<file path="config.mk">
export PLATFORM = sky130hd
export DESIGN_NAME = elevator_call_panel
export DESIGN_NICKNAME = d
export VERILOG_FILES = /design/src/rtl/elevator_call_panel.sv
export SDC_FILE = /design/constraint.sdc
export NUM_CORES = 1
export LEC_CHECK = 0
export CAP_MARGIN = 30
export CORE_ASPECT_RATIO = 1.75
export CORE_MARGIN = 3
export CORE_UTILIZATION = 34
export CTS_CLUSTER_SIZE = 20
export DETAILED_ROUTE_END_ITERATION = 16
export PLACE_DENSITY_LB_ADDON = 0.25
export SLEW_MARGIN = 20
export SYNTH_ARGS = -nofsm -noshare
export SYNTH_HDL_FRONTEND = slang
export SYNTH_SLANG_ARGS = --single-unit
</file>
<file path="constraint.sdc">
create_clock -name clk -period 1.6 [get_ports clk]
set_input_delay 0.32 -clock clk [delete_from_list [all_inputs] [get_ports clk]]
set_output_delay 0.32 -clock clk [all_outputs]
set_load 0.02 [all_outputs]
</file>
<file path="src/rtl/elevator_call_panel.sv">
// Hall call panel: debounces four call buttons, holds each press as a request
// until the car opens its door at that floor, with fire recall and overload masking.
module elevator_call_panel #(
  parameter int DEBOUNCE_CYCLES = 4,
  parameter int CNT_W           = 3
) (
  input  logic       clk,
  input  logic       rst,
  input  logic [3:0] btn_raw,
  input  logic       door_open,
  input  logic [3:0] bcd_floor,
  input  logic       firealarm,
  input  logic       overload,
  output logic       reqG,
  output logic       reqF1,
  output logic       reqF2,
  output logic       reqF3,
  output logic [3:0] lamp,
  output logic       busy,
  output logic       err_floor
);

  localparam logic [1:0] REL   = 2'd0;
  localparam logic [1:0] DEB_P = 2'd1;
  localparam logic [1:0] PRS   = 2'd2;
  localparam logic [1:0] DEB_R = 2'd3;

  localparam logic [CNT_W-1:0] CNT_LAST = CNT_W'(DEBOUNCE_CYCLES - 1);
  localparam logic [CNT_W-1:0] CNT_ONE  = CNT_W'(1);

  logic [1:0]       r_st  [4];
  logic [CNT_W-1:0] r_cnt [4];
  logic [3:0]       r_latch;
  logic             r_err;
  logic [3:0]       w_press;
  logic [3:0]       w_clr;
  logic [3:0]       w_req;

  always_comb begin
    w_press = '0;
    w_clr   = '0;
    for (int unsigned i = 0; i < 4; i++) begin
      w_press[i] = (r_st[i] == DEB_P) && btn_raw[i] && (r_cnt[i] == CNT_LAST);
      w_clr[i]   = door_open && (bcd_floor == 4'(i));
    end
  end

  always_ff @(posedge clk) begin
    if (rst) begin
      for (int unsigned i = 0; i < 4; i++) begin
        r_st[i]  <= REL;
        r_cnt[i] <= '0;
      end
    end else begin
      for (int unsigned i = 0; i < 4; i++) begin
        case (r_st[i])
          REL: begin
            if (btn_raw[i]) begin
              r_st[i]  <= DEB_P;
              r_cnt[i] <= CNT_ONE;
            end else begin
              r_cnt[i] <= '0;
            end
          end
          DEB_P: begin
            if (!btn_raw[i]) begin
              r_st[i]  <= REL;
              r_cnt[i] <= '0;
            end else if (r_cnt[i] == CNT_LAST) begin
              r_st[i]  <= PRS;
              r_cnt[i] <= '0;
            end else begin
              r_cnt[i] <= r_cnt[i] + CNT_ONE;
            end
          end
          PRS: begin
            if (!btn_raw[i]) begin
              r_st[i]  <= DEB_R;
              r_cnt[i] <= CNT_ONE;
            end
          end
          default: begin
            if (btn_raw[i]) begin
              r_st[i]  <= PRS;
              r_cnt[i] <= '0;
            end else if (r_cnt[i] == CNT_LAST) begin
              r_st[i]  <= REL;
              r_cnt[i] <= '0;
            end else begin
              r_cnt[i] <= r_cnt[i] + CNT_ONE;
            end
          end
        endcase
      end
    end
  end

  // Door-open clear outranks a same-edge press; fire recall wipes and blocks everything.
  always_ff @(posedge clk) begin
    if (rst) begin
      r_latch <= '0;
      r_err   <= 1'b0;
    end else begin
      r_err <= door_open && (bcd_floor > 4'd3);
      if (firealarm) r_latch <= '0;
      else           r_latch <= (r_latch | w_press) & ~w_clr;
    end
  end

  always_comb begin
    if (firealarm)     w_req = 4'b0001;
    else if (overload) w_req = '0;
    else               w_req = r_latch;
  end

  assign reqG      = w_req[0];
  assign reqF1     = w_req[1];
  assign reqF2     = w_req[2];
  assign reqF3     = w_req[3];
  assign lamp      = firealarm ? 4'b0000 : r_latch;
  assign busy      = |r_latch;
  assign err_floor = r_err;

endmodule
</file>
---- After elaboration in Yosys (flattened, before gate mapping) ----
Memory sizes are Yosys's and may differ from the RTL's.
Cells that the tools add are included.
word-level totals
  register bits ........................... 5
  input bits .............................. 13
  memories kept ........................... 2
  RAM bits ................................ 20
cells by class
  add/sub/neg operators ................... 4
  $lt $le $gt $ge ......................... 1
  equal/unequal tests ..................... 15
  mux-type cells .......................... 205
  bitwise logic cells ..................... 63
  reduce and logical (&&, ||, !) cells .... 24
memory list
  name   words  width  rd ports  clocked after Yosys merged registers in  wr ports  line  RTL
  r_cnt  4      3      4         0                                        4         32    logic [CNT_W-1:0] r_cnt [4];
  r_st   4      2      4         0                                        4         31    logic [1:0] r_st [4];
operator list
  kind                   number
  $mux W1                142
  $mux W3                36
  $or A1 B1 Y1           60
  $mux W2                24
  $logic_and A1 B1 Y1    13
  $add A3 B1 Y3 const B  4
  $eq A3 B2 Y1 const B   4
  $mux W4                3
  $reduce_or A3 Y1       4
  $eq A2 B1 Y1 const B   4
  $eq A2 B2 Y1 const B   4
  $eq A4 B2 Y1 const B   2
  $logic_not A2 Y1       4
  $and A4 B4 Y4          1
  $eq A4 B1 Y1 const B   1
  $gt A4 B2 Y1 const B   1
  $logic_not A4 Y1       1
  $not A4 Y4             1
  $or A4 B4 Y4           1
  $reduce_or A4 Y1       1
  $reduce_or A2 Y1       1

---- Longest topological paths before layout ----
Gate-level depths: netlist (run 1).
  word-level depth ........................ 13
  depth in mapped cells ................... 5
  depth with buffers taken out ............ 5

---- Worst setup path before layout (run 1) ----
Ideal clock, no wire load.
  kind .................................... register -> register
  start ................................... mem r_cnt[0][0]
  end ..................................... mem r_cnt[0][0] (enable)
  library setup time ...................... 0.253 ns
  path slack .............................. -0.060 ns
  period minus slack after synthesis ...... 1.660 ns
  buffers on the path ..................... 0
  stages on the path, launching flop included .. 6
  data required time ...................... 1.347 ns
  arrival time ............................ 1.407 ns
  path through ............................ edfxtp_1 ha_1 ha_1 nor3b_1 mux2i_1 a211o_2
RTL lines
  element          line
  start, declared  32

==> summary.txt, run 1 <==
status: finished, violations left
failing checks: negative setup slack
die width: 57.3 µm
multi-input logic area: 877 µm²
P&R area growth vs syn: 37.5%
WP data required: 1.62 ns
Worst VDD drop: 900 µV
Synth Warn #: 0
cts bufs inserted: 3
Max Root-Sink Buffers: 2
area leader, netlist: edfxtp_1
post-synthesis average cell area: 10.7 µm²
max_cap viols: 0
crit path max fanout: 3
commonest non-fill, non-tap cell in the layout: buf_4
FF+latch area: 703 µm²
GRT busiest layer: met2
hold_ws: 0.696 ns
sequential area share after synthesis: 0.447
DRT antenna net count: 0
initial antenna violation count: 0
routed wire length: 3360 µm
global routing usage on met1: 0.127
LEAKAGE: 0.900 nW
die area: 5490 µm²
Die Span Y: 95.8 µm
most frequent cells in the layout: 27 x buf_4, 20 x edfxtp_1, 12 x nor2_1, 11 x inv_1, 10 x clkdlybuf4s50_1
Yosys top cell area share: 0.383
endpoints failing setup: 6
drt wl/cell: 13.7 µm
Peak Freq: 0.613 GHz
Worst Hold Class: reg -> reg
vias post-DR: 1224
Arr. time, crit path: 1.65 ns
Setup CP Type: reg -> reg
Syn Nets: 171
CTS sink count: 25
Antenna Cells: 0
gr ovfl total: 0
#FFs+latches synth: 25
Post-Synthesis Cells: 147
core area: 4440 µm²
number of global-route vias before repair: 1294
fin crit share: 1.02
GRT Overall Usage: 0.133
layout cells sized above 1: 0.320
via density per instance: 5.00
Ports: 23
Setup Skew: 0.00477 ns
fill count: 423
Slew HR: 0.778
power density over the cells: 1180 nW/µm²
M2 GR Usage: 0.272
First DRT Iteration DRCs: 16
Post-synth ARST share: 0
clock latency on the worst-skew pair: 0.27 ns
CTS clk-pin slew, worst paths: 0.09 ns
clk root buf: clkbuf_8
Final Hold Fails: 0
num rows: 32
H-tree Lvls: 1
Worst Max-Slew Pin Slew: 0.330 ns
Critical Path Sink Type: register
input/output buffers: 22
GR Layer Usage met3: 0.0148
synth top area cells: edfxtp_1 38%, ha_1 8.8%, dfxtp_1 6.4%
RSZ-0062 raised after global routing: yes
DRC violations left: 0
CTS tree: done
largest net degree at the start of global routing: 19
number of synthesized flops with an enable pin: 20
Post-Route Setup TNS: -0.136 ns
first-pass GRT wire length: 5660 µm
gpl congestion: 0.806
Nets: 219
top_reg_cell synth: edfxtp_1
Detailed Place HPWL: 2700 µm
synth unique cells: 36
Max Slew Vio Count: 0
DR pass1 iterations: 4
worst setup margin: -0.0302 ns
initial core utilization: 0.352
fin crit period: 1.63 ns
Setup crit start kind: register
Post-Synthesis Cell Area: 1570 µm²
[worst paths after layout]
check / start / endpoint / slack [ns] / depth (start not counted)
setup / recovery: r_cnt[0][0] / r_cnt[0][1] / -0.03 / 5
hold / removal: r_latch[2] / r_latch[2] / 0.70 / 3
setup reg to reg: r_cnt[0][0] / r_cnt[0][1] / -0.03 / 5
hold reg to reg: r_latch[2] / r_latch[2] / 0.70 / 3
[cell usage after synthesis, types with 2 or more instances]
library cell	count
nor2b_1	5
mux2i_1	3
ha_1	11
nand2b_1	3
and3_2	2
edfxtp_1	20
buf_2	4
and2_1	4
nor3_1	4
a21oi_1	4
nand3_1	3
o311a_1	2
nand2b_2	2
nor2_1	13
o21bai_1	6
xnor2_1	4
clkbuf_1	2
a41oi_1	4
xor2_2	2
nor3b_1	4
inv_1	11
and4b_1	3
a211o_2	2
o21ai_0	3
o21a_1	3
nor4b_1	4
dfxtp_1	5
nand2_1	6
[layer usage]
layer	vias up	part of all wire
met1	580	0.35
met4	0	0.019
met5	-	0
li1	623	-
met2	15	0.62
met3	6	0.015
[cells by family (layout without fill, tap and decap cells)]
logic type,count (synthesis),after routing,synth area share
and+or+nand+nor,57,57,0.223
AOI/OAI and AO/OA,26,26,0.123
DFF,25,25,0.447
buffers and inverters,18,65,0.0511
adders and majority gates,11,11,0.0879
xor gates and xnor gates,7,7,0.0487
muxes,3,3,0.0192
[cell type report]
type,instances,share of cell area
clock buffer,4,0.0209
inverter,11,0.0192
multi-input combinational,104,0.407
sequential,25,0.327
tap,51,0.0296
timing repair buffer,50,0.196
[registers in the layout, summed over array words and instances (netlist names)]
register,cells
err_floor,1
r_st,8
r_cnt,12
r_latch,4
[repair_timing]
action                     in CTS  in global routing
buffers inserted                2                  2
setup endpoints to repair      15                 20
pin swaps                       4                  4
hold buffers                    0                  0
gates resized for setup        32                 15
[stage by stage]
| step | std cells | total power, mW | util | area [µm²] | worst slack (ns) |
|---|---|---|---|---|---|
| 4_1_cts | 243 | 2.52 | 0.475 | 2110 | -0.0867 |
| 5_1_grt | 245 | 2.75 | 0.485 | 2150 | -0.100 |
| 6_report | 245 | 2.54 | 0.485 | 2150 | -0.0302 |
| 2_1_floorplan | 147 | 1.71 | - | 1570 | 0.00298 |
| 3_3_place_gp | 237 | 1.97 | 0.452 | 2010 | -0.379 |
| 3_5_place_dp | 237 | 2.05 | 0.452 | 2010 | -0.423 |
[worst max-delay path: stages (launching register included)]
cell      delay, ns
edfxtp_1       0.44
ha_4           0.20
ha_4           0.16
nor3b_2        0.15
mux2i_1        0.09
a211o_2        0.35
[power by group]
group	switching, mW	leakage, nW	internal [mW]
combinational	0.393	0.606	0.539
sequential	0.265	0.271	0.963
clock	0.198	0.0228	0.178
Note: power is estimated with default switching activity, not from simulation.
==> run 2, diff against run 1 <==
Settings changed: ABC_CLOCK_PERIOD_IN_PS set to 1600, CTS_BUF_LIST set to sky130_fd_sc_hd__clkbuf_16, CTS_CLUSTER_SIZE 20 to 24.
==> summary.txt, run 2 (synthesis gave the netlist of run 1 again) <==
status: finished, violations left
failing checks: negative setup slack
fin crit period: 1.63 ns (-0.00298 ns)
max reg flops: 12 (unchanged)
Placement Setup Slack: -0.423 ns (unchanged)
Slew HR: 0.778 (about the same)
H-tree Lvls: 1 (unchanged)
Pwr Total: 2.71 mW (+6.8%)
num rows: 32 (unchanged)
drt wl/cell: 13.7 µm (about the same)
Worst Hold Class: reg -> reg
Worst Max-Slew Pin Slew: 0.331 ns (+0.00114 ns)
max_cap viols: 0 (unchanged)
DRT antenna net count: 0 (unchanged)
First DRT Iteration DRCs: 12 (-4)
via density per instance: 5.02 (+0.57%)
DRC violations left: 0 (unchanged)
Peak Freq: 0.615 GHz (+0.18%)
hold_ws: 0.698 ns (+0.00115 ns)
final core utilization: 0.492 (+0.00704)
Final Hold Fails: 0 (unchanged)
Post-Route Setup TNS: -0.114 ns (+0.0222 ns)
Worst VDD drop: 1080 µV (+20%)
initial core utilization: 0.352 (unchanged)
gr ovfl total: 0 (unchanged)
WP buf/inv: 0 (unchanged)
CTS tree: done
Critical Path Most Common Cell: ha_4
design area: 2180 µm² (+1.5%)
non-filler cells, final: 245 (unchanged)
die width: 57.3 µm (unchanged)
clk root buf: clkbuf_16
Nets: 219 (unchanged)
endpoints failing setup: 6 (unchanged)
placed cell area: 2010 µm² (unchanged)
gpl congestion: 0.806 (unchanged)
fin crit share: 1.02 (-0.00186)
Arr. time, crit path: 1.64 ns (about the same)
CTS sink count: 25 (unchanged)
Max Slew Vio Count: 0 (unchanged)
Largest delay share family, worst path: flip-flops
CTS clk-pin slew, worst paths: 0.06 ns (-0.03 ns)
LEAKAGE: 0.919 nW (+2.1%)
clock latency on the worst-skew pair: 0.26 ns (about the same)
Ports: 23 (unchanged)
die area: 5490 µm² (unchanged)
core area: 4440 µm² (unchanged)
Detailed Place HPWL: 2700 µm (unchanged)
number of global-route vias before repair: 1293 (-0.077%)
first-pass GRT wire length: 5670 µm (+0.12%)
P&R area growth vs syn: 39.5%
GRT Overall Usage: 0.132 (-0.000555)
largest net degree at the start of global routing: 19 (unchanged)
Max stage delay cell, worst path: edfxtp_1
RSZ-0062 raised after global routing: yes
CP peak stage delay: 0.43 ns (about the same)
largest register by flop count: r_cnt
crit path max fanout: 3 (unchanged)
Setup Skew: 0.00251 ns (-0.00226 ns)
Critical Path Sink Type: register
layout cells sized above 1: 0.309 (-0.0103)
Setup crit start kind: register
cts hold-fix bufs: 0 (unchanged)
WP data required: 1.61 ns (about the same)
input/output buffers: 22 (unchanged)
Die Span Y: 95.8 µm (unchanged)
power density over the cells: 1240 nW/µm² (+5.3%)
DP Cell Count: 237 (unchanged)
top flop regs: r_cnt (12), r_st (8), r_latch (4)
worst path cell trace: ha_4 > ha_4 > nor3b_2 > mux2i_1 > a211o_2
cts bufs inserted: 3 (unchanged)
Max Root-Sink Buffers: 2 (unchanged)
Setup CP Type: reg -> reg
most frequent cells in the layout: 27 x buf_4, 20 x edfxtp_1, 12 x inv_1, 12 x nor2_1, 10 x clkdlybuf4s50_1
Antenna Cells: 0 (unchanged)
DR pass1 iterations: 4 (unchanged)
commonest non-fill, non-tap cell in the layout: buf_4
worst setup margin: -0.0272 ns (+0.00298 ns)
vias post-DR: 1231 (+0.57%)
initial antenna violation count: 0 (unchanged)
routed wire length: 3360 µm (about the same)
## run 2: tightest hold or removal path: cells and delay by family, from the launching register on
family,cells,cell delay [ns]
DFF,1,0.31
AOI/OAI and AO/OA,2,0.20
buffers and inverters,1,0.14
## run 2: routing by layer
metal  track usage  wire length (µm)  vias to the layer above
met2         0.272              2080                       19
met5             0                 0                        -
met3        0.0107                60                        6
met4        0.0600                69                        0
li1              -                 -                      623
met1         0.128              1150                      583
## run 2: layout make-up
cell class,count,area (µm²)
fill,419,2260
multi-input combinational,104,877
sequential,25,701
timing repair buffer,50,423
clock buffer,3,75.1
tap,51,63.8
inverter,11,41.3
clock inverter,1,3.75
## run 2: power breakdown
part	internal, mW	switching, mW
Clock	0.334	0.214
Combinational	0.538	0.394
Sequential	0.964	0.265
## run 2: repair_timing
item	4_1_cts	5_1_grt
gates cloned	0	0
setup endpoints to repair	15	22
buffers inserted	2	2
resized for setup	32	13
pin swaps	4	2
## run 2: worst paths after layout
kind,from,to,slack (ns),cells after the start
max reg2reg,r_cnt[0][0],r_cnt[0][1],-0.03,5
min reg2reg,r_latch[2],r_latch[2],0.70,3
min,r_latch[2],r_latch[2],0.70,3
max,r_cnt[0][0],r_cnt[0][1],-0.03,5
